--- src/rtl/pipe_stage_reg.sv ---
// pipe_stage_reg: parametrised inter-stage register with valid/ready handshake.
// Define PIPE_STAGE_SKID_EN for the two-entry skid variant with a registered in_ready.
module pipe_stage_reg #(
  parameter int                 DATA_W     = 64,
  parameter logic [DATA_W-1:0]  FLUSH_DATA = '0,
  parameter int                 CNT_W      = 16
) (
  input  logic              clk,
  input  logic              reset_n,
  input  logic              flush,
  input  logic              in_valid,
  output logic              in_ready,
  input  logic [DATA_W-1:0] in_data,
  output logic              out_valid,
  input  logic              out_ready,
  output logic [DATA_W-1:0] out_data,
  output logic [CNT_W-1:0]  stall_cnt
);

  localparam logic [CNT_W-1:0] CNT_MAX = '1;

  logic              in_fire;
  logic              out_fire;
  logic [DATA_W-1:0] main_q;
  logic [CNT_W-1:0]  stall_cnt_q;

  assign in_fire  = in_valid & in_ready;
  assign out_fire = out_valid & out_ready;
  assign out_data = out_valid ? main_q : FLUSH_DATA;

`ifdef PIPE_STAGE_SKID_EN

  typedef enum logic [1:0] {
    EMPTY = 2'd0,
    ONE   = 2'd1,
    FULL  = 2'd2
  } state_t;

  state_t            state_q;
  logic [DATA_W-1:0] skid_q;
  logic              in_ready_q;

  assign in_ready  = in_ready_q;
  assign out_valid = (state_q != EMPTY);

  always_ff @(posedge clk or negedge reset_n) begin
    if (!reset_n) begin
      state_q    <= EMPTY;
      main_q     <= FLUSH_DATA;
      skid_q     <= FLUSH_DATA;
      in_ready_q <= 1'b1;
    end else if (flush) begin
      state_q    <= EMPTY;
      main_q     <= FLUSH_DATA;
      skid_q     <= FLUSH_DATA;
      in_ready_q <= 1'b1;
    end else begin
      case (state_q)
        EMPTY: begin
          if (in_fire) begin
            state_q <= ONE;
            main_q  <= in_data;
          end
        end
        ONE: begin
          if (in_fire && out_fire) begin
            main_q <= in_data;
          end else if (in_fire) begin
            // Downstream stalled: park the new item, close the gate next cycle
            state_q    <= FULL;
            skid_q     <= in_data;
            in_ready_q <= 1'b0;
          end else if (out_fire) begin
            state_q <= EMPTY;
            main_q  <= FLUSH_DATA;
          end
        end
        FULL: begin
          if (out_fire) begin
            state_q    <= ONE;
            main_q     <= skid_q;
            skid_q     <= FLUSH_DATA;
            in_ready_q <= 1'b1;
          end
        end
        default: begin
          state_q    <= EMPTY;
          main_q     <= FLUSH_DATA;
          skid_q     <= FLUSH_DATA;
          in_ready_q <= 1'b1;
        end
      endcase
    end
  end

`else

  logic valid_q;

  assign out_valid = valid_q;
  assign in_ready  = !valid_q | out_ready;

  always_ff @(posedge clk or negedge reset_n) begin
    if (!reset_n) begin
      valid_q <= 1'b0;
      main_q  <= FLUSH_DATA;
    end else if (flush) begin
      valid_q <= 1'b0;
      main_q  <= FLUSH_DATA;
    end else if (in_fire) begin
      valid_q <= 1'b1;
      main_q  <= in_data;
    end else if (out_fire) begin
      valid_q <= 1'b0;
      main_q  <= FLUSH_DATA;
    end
  end

`endif

  // Back-pressure statistic keeps counting through flushes
  always_ff @(posedge clk or negedge reset_n) begin
    if (!reset_n) begin
      stall_cnt_q <= '0;
    end else if (out_valid && !out_ready && stall_cnt_q != CNT_MAX) begin
      stall_cnt_q <= stall_cnt_q + 1'b1;
    end
  end

  assign stall_cnt = stall_cnt_q;

endmodule
--- config.mk ---
export PLATFORM = sky130hd
export DESIGN_NAME = pipe_stage_reg
export DESIGN_NICKNAME = d
export VERILOG_FILES = /design/src/rtl/pipe_stage_reg.sv
export SDC_FILE = /design/constraint.sdc
export NUM_CORES = 1
export LEC_CHECK = 0
export CAP_MARGIN = 20
export CORE_MARGIN = 4
export CORE_UTILIZATION = 42
export DETAILED_ROUTE_END_ITERATION = 10
export PLACE_DENSITY_LB_ADDON = 0.2
export SETUP_SLACK_MARGIN = 0.2
export SYNTH_ARGS = -nofsm -noshare
export SYNTH_HDL_FRONTEND = slang
export SYNTH_SLANG_ARGS = --single-unit
--- constraint.sdc ---
create_clock -name clk -period 1.99 [get_ports clk]
set_clock_uncertainty 0.1 [all_clocks]
set_input_delay 0.2985 -clock clk [delete_from_list [all_inputs] [get_ports clk]]
set_output_delay 0.2985 -clock clk [all_outputs]
set_load 0.03 [all_outputs]
Word-level counts from Yosys, hierarchy flattened
Index checks and enable logic that the tools add are counted.
Widths: inputs -> output; s select.

word-level totals
  flip-flop bits (word level) = 81
  output and inout port bits = 82
  word-level logic and storage cells = 20

operators by class
  add/sub/neg operators = 1
  eq/ne operators = 1
  multiplexer cells = 7
  bitwise operators = 3
  reductions and logical operators = 5

operators with widths
  operator               count
  $mux 64                4
  $add 16x1->16 const B  1
  $ne 16x16->1 const B   1
  $mux 1                 3
  $reduce_bool 3->1      1
  $and 1x1->1            2
  $logic_and 1x1->1      2
  $logic_not 1->1        2
  $or 1x1->1             1

Logic depth before layout (Yosys ltp)
Gate-level depths: netlist of the first run.

  depth after elaboration = 5
  depth in mapped cells = 5
  mapped depth without buffers = 5

Least setup slack after synthesis of the first run
Ideal clock, no wire load.

  path type = flip-flop to flip-flop
  start = reg stall_cnt_q[0] (netlist: stall_cnt[0])
  end = reg stall_cnt_q[1] (netlist: stall_cnt[1])
  arrival = 1.853 ns
  data required time = 1.765 ns
  setup slack = -0.088 ns
  cell stages (with the launch flop) = 5
  buffers on the path = 0
  cell sequence = dfrtp_1 -> ha_1 -> nand3_1 -> o41ai_4 -> mux2_4

between the ends
  word-level cells in the longest chain between the ends = 2

RTL lines
  what                                                                   RTL line  text
  from (decl)                                                            25        logic [CNT_W-1:0] stall_cnt_q;
  from (signal assigned)                                                 126       stall_cnt_q <= stall_cnt_q + 1'b1;
  parallel branches: the longest is 2 deep, another holds $add 16x1->16  -

Several ways; the timed one is not identified.
A chain may end at the register's enable or synchronous reset.

Worst setup path after layout of the first run
  start = reg stall_cnt_q[9] (netlist: stall_cnt[9])
  end = reg stall_cnt_q[1] (netlist: stall_cnt[1])

between the ends
  word-level cells in the longest chain between the ends = 2

RTL lines
  what               RTL line  text
  $ne 16x16->1       125       end else if (out_valid && !out_ready && stall_cnt_q != CNT_MAX) begin
  $logic_and 1x1->1  125

Every way passes these cells.

==> results of run 1 <==
## worst max path at each step
| stage | from | end | slack, ps | cells after the start |
|---|---|---|---|---|
| floorplan | stall_cnt[14] | stall_cnt[1] | 110 | 3 |
| global placement | out_ready | stall_cnt[10] | 50 | 6 |
| detailed placement | out_ready | stall_cnt[10] | 9 | 6 |
| CTS | stall_cnt[1] | stall_cnt[1] | 170 | 5 |
| global route | stall_cnt[12] | stall_cnt[1] | 170 | 4 |
| finish | stall_cnt[9] | stall_cnt[1] | 230 | 4 |
## worst max-delay path: cells and delay by family, from the launching register on
kind	cells	cell delay, ps
muxes	1	290
AOI/OAI and AO/OA	1	450
buffers and inverters	1	170
DFF	1	420
and+or+nand+nor	1	210
## area by class of cell
cell class	count	area, um2	share of cell area [%]
clock buffers	11	131	2.41
flip-flops and latches	81	2050	37.5
inverters	3	11.3	0.206
repair buffers	178	1640	30.0
multi-input cells	188	1420	26.0
clock inverters	5	80.1	1.47
well taps	105	131	2.41
## cells in the final DEF, fill, tap and decap left out, types with 2 or more instances in the layout
master           count
inv_1                2
nor4_1               3
clkdlybuf4s50_1     67
clkbuf_1             2
a22o_1              64
nor2_1              10
nor3_1               3
xor2_1              10
nand3_1              6
and2_1              65
dfrtp_1             66
buf_4               85
buf_12               7
nand2_1              4
dlygate4sd2_1       16
clkinvlp_4           2
dfrtp_2             15
clkbuf_8             9
bufinv_16            2
nand4_1              5
xnor2_1              5
## flip-flops by register name, summed over array words and instances (netlist names)
name,count
out_valid,1
stall_cnt,16
main_q,64
## repair_timing
| action | in CTS | in global routing |
|---|---|---|
| resized for setup | 19 | 1 |
| gates cloned | 0 | 2 |
| pin swaps | 1 | 2 |
| hold endpoints to repair | 53 | 0 |
| setup endpoints to repair | 26 | 56 |
| hold buffers | 1 | 0 |
| buffers inserted | 5 | 5 |
## through the flow
| step | total power [mW] | std cells | utilization (%) | worst slack [ps] |
|---|---|---|---|---|
| global route | 4.25 | 571 | 66.7 | 169 |
| floorplan | 2.30 | 292 | - | 107 |
| detailed placement | 2.76 | 542 | 62.7 | 9.41 |
| finish | 4.09 | 571 | 66.7 | 234 |
| global placement | 2.74 | 542 | 62.7 | 45.3 |
| CTS | 4.10 | 564 | 65.8 | 166 |
## per-layer routing
layer	global-route usage, %	wire length (um)	up-vias	part of all wire (%)
li1	-	-	1368	-
met1	23.9	4030	1403	42
met2	32.1	4900	105	51
met3	4.14	533	9	5.6
met4	6.41	106	0	1.1
met5	0	0	-	0
## power groups by stage
stage	combinational, mW	sequential (mW)	clock (mW)
after floorplan	0.305	2.00	0
after global placement	0.833	1.90	0
after detailed placement	0.853	1.91	0
after CTS	0.909	1.88	1.31
after global routing	0.980	1.90	1.38
final	0.927	1.88	1.28
## cells by family (layout without fill, tap and decap cells)
| family | after synthesis | in the layout | synth area share [%] |
|---|---|---|---|
| fa+ha+maj | 1 | 1 | 0.357 |
| mux | 1 | 1 | 0.429 |
| compound gates | 65 | 65 | 16.8 |
| buf+inv | 23 | 197 | 2.50 |
| flops | 81 | 81 | 57.9 |
| xor+xnor | 15 | 15 | 3.75 |
| simple gates | 106 | 106 | 18.3 |
==> flow_results.org, run 1 <==
** Run status
- The flow ran to the end, and the final reports show no timing, DRC or antenna violations.

** Synth
- Post-synthesis sequential area ratio :: between 50% and 60%
- Leading area contributor after synthesis :: dfrtp_1
- Counting instances in the post-synthesis netlist gives the leading cell types as dfrtp_1 (81), and2_1 (65), a22o_1 (64), clkbuf_1 (19), nor2_1 (11).
- Mapped Nets :: 362
- Ys Warns :: 0
- The average instance in the mapped netlist occupies about 12 um2.
- In this run the biggest area consumer among cell types represents around 58% of the synthesized area.
- By area the synthesized netlist is led by dfrtp_1 (58%), a22o_1 (16%), and2_1 (12%).
- Counting distinct cell types in the post-synthesis netlist gives 24.
- Synthesis-stage register bit count :: a little over 80
- The cell area that synthesis handed to floorplanning was roughly 3500 um2.
- FFs w/ async S/R, synth :: between 90% and 100%
- Most used standard cell by instance count after synthesis :: dfrtp_1
- Most common flop cell mapped by yosys :: dfrtp_1
- In this run, synthesis inferred 0 flip-flops with an integrated enable.
- In the synthesized netlist, the number of instances is 292.

** STA
- Setup Total Neg Slack :: 0 ps
- The max-slew violation count came to 0.
- The number of hold-slack violations in the final timing report was 0.
- Count of final setup violators :: 0
- Derived from the worst setup path, the maximum achievable clock frequency is around 570 MHz.
- At the pin with the least slew margin, the transition time is ~380 ps.
- In the finished design, the share of the clock period the worst path needs comes to between 80% and 90%.
- Setup repair after global routing could not meet its margin everywhere.
- Slew Limit Headroom :: roughly three quarters
- Counting I/O delays and the setup requirement, the final critical path takes 1760 ps.
- Hold Slack :: 233 ps

** Finish
- Area of all placed cells without fillers :: between 5000 and 6000 um2
- Area added between synthesis and finish :: 55.8%
- Antenna cells :: 0
- In the final design database the tool counted ~530 nets.
- In the final layout, the share of cells above drive strength 1 is just under 30%.
- Filler instances :: 649

** Floorplanning
- In this run the core area contains 33 standard-cell rows.
- The die is slightly below 100 um wide.
- Die area :: between 9000 and 10000 um2
- Core area :: roughly 8000 um2
- Starting density of the core :: roughly 43%
- During I/O placement, the number of pins put on the boundary was 151.
- Height of the chip :: ~99 um

** Power
- Across the VDD grid, the largest voltage drop is roughly 0.00035 V.
- Fraction of power consumed by combinational cells :: 22.7%
- Total power divided by cell area :: 749 nW/um2
- Summed over all cells, the static leakage comes to roughly 2.7 nW.
- The analysis attributes to net switching a power of approximately 1.2 mW.
- Sw Share :: 28.3%
- Flop pwr share :: 45.9%
- The clock network accounts for about a third of the total power.
- Cell internal power was estimated by the tool at ~2.9 mW.

** Detailed routing
- DRC violation total after the first TritonRoute iteration :: 78
- DR vias/cell :: approximately 5.1
- Summed over all layers, the routed wires come to about 9.6 mm.
- The detail route stage leaves a number of antenna-violating nets equal to 0.
- The routed layout has around 2900 vias.
- After detailed routing, the number of remaining DRC violations is 0.
- In the final routed layout, each cell accounts on average for approximately 17 um.
- For this run, the detailed router's first-pass iteration total came to 4.

** Job
- Number of violations of the max-capacitance limit :: 0

** Clock network
- TritonCTS clock tree :: yes
- Number of clock buffers inserted by TritonCTS :: 9
- Clock transition at path regs :: 80 ps
- Clock latency on the worst-skew pair :: approximately 340 ps
- TritonCTS sink count :: 81
- Buffers from clock root to sink, at most :: 2
- The clock tree synthesis step divided the H-tree into 3 levels.
- Clock tree synthesis selected as its root buffer the cell clkbuf_8.

** GRT
- The first global-routing pass estimated 15.0 mm of wire.
- Pin count of the biggest net entering global routing :: 67
- Antenna violations before repair :: 0
- The total overflow left after global routing is 0.
- The number of global-route vias before repair is ~3000.
- In the global route stage, overall resource usage came out at about a fifth.

** Place
- In this run the cell area measured after placement is 5120 um2.
- Final weighted congestion in routability-driven placement :: a little over 0.8
- Input and output buffers added on the ports amount to 150.
- Once detailed placement completed, the half-perimeter wirelength came to 6.50 mm.

** Critical path
- Cell count of the worst reg-to-reg path :: 4
- For the worst setup path, the data arrival time is between 1500 and 2000 ps.
- Maximum fanout encountered on the critical timing path :: 6
- In this run the critical register-to-register path is launched from stall_cnt[9].
- Crit Path Category :: flop to flop
- In this design, the stage delay of the slowest critical-path cell is between 400 and 500 ps.
- Worst reg2reg endpoint :: stall_cnt[1]
- Flop-to-flop setup slack :: 230 ps
- Walking the worst path, the cells encountered are nand4_1, o41ai_4, buf_12, mux2_4.
- Endpoint kind of the worst setup timing path :: flop
- STA classifies the critical path startpoint as a flop.
- Master of the slowest instance on the critical path :: o41ai_4
- Required time of the critical path :: approximately 2100 ps

** Hold path
- Worst hold path class :: input port to asynchronous set/reset pin
(Power assumes the default switching activity.)
==> inputs of run 2 (changes only) <==
--- a/config.mk
+++ b/config.mk
@@ -10,4 +10,5 @@
 export CORE_UTILIZATION = 42
 export DETAILED_ROUTE_END_ITERATION = 10
+export MAX_ROUTING_LAYER = met4
 export PLACE_DENSITY_LB_ADDON = 0.2
 export SETUP_SLACK_MARGIN = 0.2
==> constraint.sdc (replaced) <==
create_clock -name clk -period 1.99 [get_ports clk]
set_clock_uncertainty 0.1 [all_clocks]
set_input_delay 0.398 -clock clk [delete_from_list [all_inputs] [get_ports clk]]
set_output_delay 0.398 -clock clk [all_outputs]
set_load 0.03 [all_outputs]
==> flow_results.org, run 2 (synthesized netlist as in run 1, its figures left out) <==
** Clock network
- TritonCTS sink count :: 81 (unchanged)
- The maximum buffer depth of the clock tree is 2 (unchanged).
- Maximum level of the CTS H-tree :: 3 (unchanged)
- Clock latency on the worst-skew pair :: 330 ps (about the same)
- Clock transition at path regs :: 80 ps (about the same)
- TritonCTS clock tree :: yes
- Clock tree synthesis selected as its root buffer the cell clkbuf_8.
- The number of CTS-inserted buffers came to 9 (unchanged).

** Detailed routing
- The number of remaining DRC errors is 0 (unchanged).
- The vias per cell is 5.10 (+0.86%).
- The initial detailed-routing violation count is 127 (+63%).
- Routed length per placed instance :: 16.6 um (-0.83%)
- Routed vias :: 2864 (-0.73%)
- Total wire length after detailed routing :: 9.34 mm (-2.4%)
- First-pass detailed-route iteration total :: 4 (unchanged)
- Antenna-violating nets left :: 0 (unchanged)

** STA
- Slew Limit Fails :: 0 (unchanged)
- The transition time at the pin with the least slew margin is 493 ps (+115 ps).
- Setup repair after global routing could not meet its margin everywhere.
- Count of final setup violators :: 0 (unchanged)
- The post-route minimum period was 1840 ps (+85.5 ps).
- The number of hold-slack violations in the final timing report came to 0 (unchanged).
- FMAX :: 543 MHz (-4.6%)
- Period utilisation layout :: 92.6% (+4.3 points)
- Slew Limit Headroom :: 67.1% (-7.6 points)

** Critical path
- Timing startpoint of the critical path :: out_valid
- In this run the worst setup path terminates at out_data[32].
- The critical-path maximum fanout is 32 (+26).
- The setup slack on the worst flop-to-flop path was 240 ps (about the same).
- Cell count of the worst reg-to-reg path :: 4 (unchanged)
- Startpoint type of the worst setup path :: flop
- The endpoint identified for the worst register-to-register timing path is stall_cnt[1].
- Beginning of the worst register-to-register path :: stall_cnt[12]
- Arrival time worst endpoint :: 1340 ps (-540 ps)
- Required time of the critical path :: 1490 ps (-620 ps)
- Endpoint kind of the worst setup timing path :: output port
- Crit Path Category :: flop to output port

** Power
- The proportion of total power due to net switching is 27.0% (-1.3 points).
- The static power due to leakage came to 2.66 nW (-1.3%).
- Largest vdd supply drop :: 0.000436 V (+24%)
- The internal power contribution is 2.94 mW (+0.30%).
- Fraction of power consumed by combinational cells :: 20.6% (-2.1 points)
- The ratio of total power to cell area was 747 nW/um2 (-0.28%).
- Proportion of power drawn by the clock network :: 32.4% (+1.0 points)
- The share of power burned in registers came to 47.0% (+1.1 points).
- The net switching power of the design is 1.09 mW (-5.8%).
- Final Power :: 4.03 mW (-1.4%)

** Finish
- Final core occ :: 66.0% (-0.77 points)
- The cell area after layout is 5390 um2 (-1.1%).
- Nets :: 524 (-1.3%)
- Top library cells by usage in the layout, fill and taps aside :: buf_4 (79), clkdlybuf4s50_1 (66), dfrtp_1 (66)
- The number of flip-flops under the largest register name came to 64 (unchanged).
- Register containing the most flip-flops in the final layout :: main_q
- Leaving out fill and tap cells, the most frequent cell in the layout is buf_4.
- Antenna cells :: 0 (unchanged)
- Fraction of final layout cells with drive strength greater than 1 :: 28.2% (-0.74 points)
- Relative to the synthesized area, the layout overhead comes to 54.0%.

** GRT
- The leftover overflow at the end of global routing is 0 (unchanged).
- The wire length of the first global-routing pass came to 14.8 mm (-1.3%).
- The initial antenna violation count came to 0 (unchanged).
- GRT Util Overall :: 19.3% (+0.41 points)
- Pin count of the biggest net entering global routing :: 66 (-1.5%)
- The number of global-route vias before repair was 2933 (-2.3%).

** Floorplanning
- The width of the die is 99.3 um (unchanged).
- Starting density of the core :: 42.8% (unchanged)
- Io pins :: 151 (unchanged)
- Core area :: 8180 um2 (unchanged)
- Die area :: 9860 um2 (unchanged)
- Height of the chip :: 99.3 um (unchanged)
- Standard-cell row count :: 33 (unchanged)

** Place
- Final weighted congestion in routability-driven placement :: 0.833 (+3.1%)
- Buffers added on ports :: 150 (unchanged)
- The placed instance area was 5100 um2 (-0.49%).
- Post-detailed-placement half-perimeter wirelength :: 6.44 mm (-0.95%)

** Hold path
- The worst hold path belongs to the class flop to flop.
- Counting instances, the worst hold path has a depth of 1.

** Run status
- Run status :: finished clean

** Job
- Number of violations of the max-capacitance limit :: 0 (unchanged)
run 2: cell count changes in the layout (fill, tap and decap cells not counted), sizes merged:
cell           before  now
clkinvlp            2    0
dlygate4sd2        16   17
clkdlybuf4s50      67   66
buf                93   86
run 2: worst min path at each step:
stage | start | end
after floorplan | reset_n | main_q[0]
after global placement | reset_n | stall_cnt[13]
after detailed placement | reset_n | stall_cnt[12]
after CTS | stall_cnt[15] | stall_cnt[15]
after global routing | stall_cnt[13] | stall_cnt[13]
final | stall_cnt[15] | stall_cnt[15]
run 2: final cells by class:
cell class              count  area (um2)
inverters                   3        11.3
fillers                   645        2780
flip-flops and latches     81        2050
clock buffers              11         151
repair buffers            171        1560
well taps                 105         131
multi-input cells         188        1430
clock inverters             3        65.1
run 2: power by group through the flow:
stage / logic [mW] / registers (mW) / clock network [mW]
6_report: 0.831 / 1.89 / 1.31
5_1_grt: 0.891 / 1.92 / 1.44
4_1_cts: 0.826 / 1.89 / 1.35
3_5_place_dp: 0.815 / 1.92 / 0
3_3_place_gp: 0.802 / 1.92 / 0
2_1_floorplan: 0.305 / 2.00 / 0
run 2: critical path, stage by stage (launching register included):
cell and delay, ps:
dfrtp_2 470, clkbuf_16 210, and2_1 160, buf_4 160
run 2: per-layer routing:
| layer | GRT usage (%) | wire length (um) |
|---|---|---|
| met4 | 6.51 | 170 |
| met1 | 25.6 | 4160 |
| met2 | 29.6 | 4500 |
| met3 | 3.93 | 513 |
| met5 | - | 0 |
run 2: through the flow:
| step | cells | hold WS, ps | worst slack (ps) | setup TNS [ps] |
|---|---|---|---|---|
| 6_report | 562 | 391 | 148 | 0 |
| 5_1_grt | 562 | 406 | 83.7 | 0 |
| 4_1_cts | 560 | 394 | 114 | 0 |
| 3_5_place_dp | 542 | 297 | -42.0 | -855 |
| 3_3_place_gp | 542 | 294 | -36.9 | -748 |
| 2_1_floorplan | 292 | 2.41 | 107 | 0 |
run 2: what timing repair did:
action                     in CTS  in global routing
hold endpoints to repair       36                  0
gates cloned                    0                  1
gates resized for setup        19                  5
pin swaps                       1                  1
setup endpoints to repair      86                 75
hold buffers                    1                  0
setup buffers                   3                  1
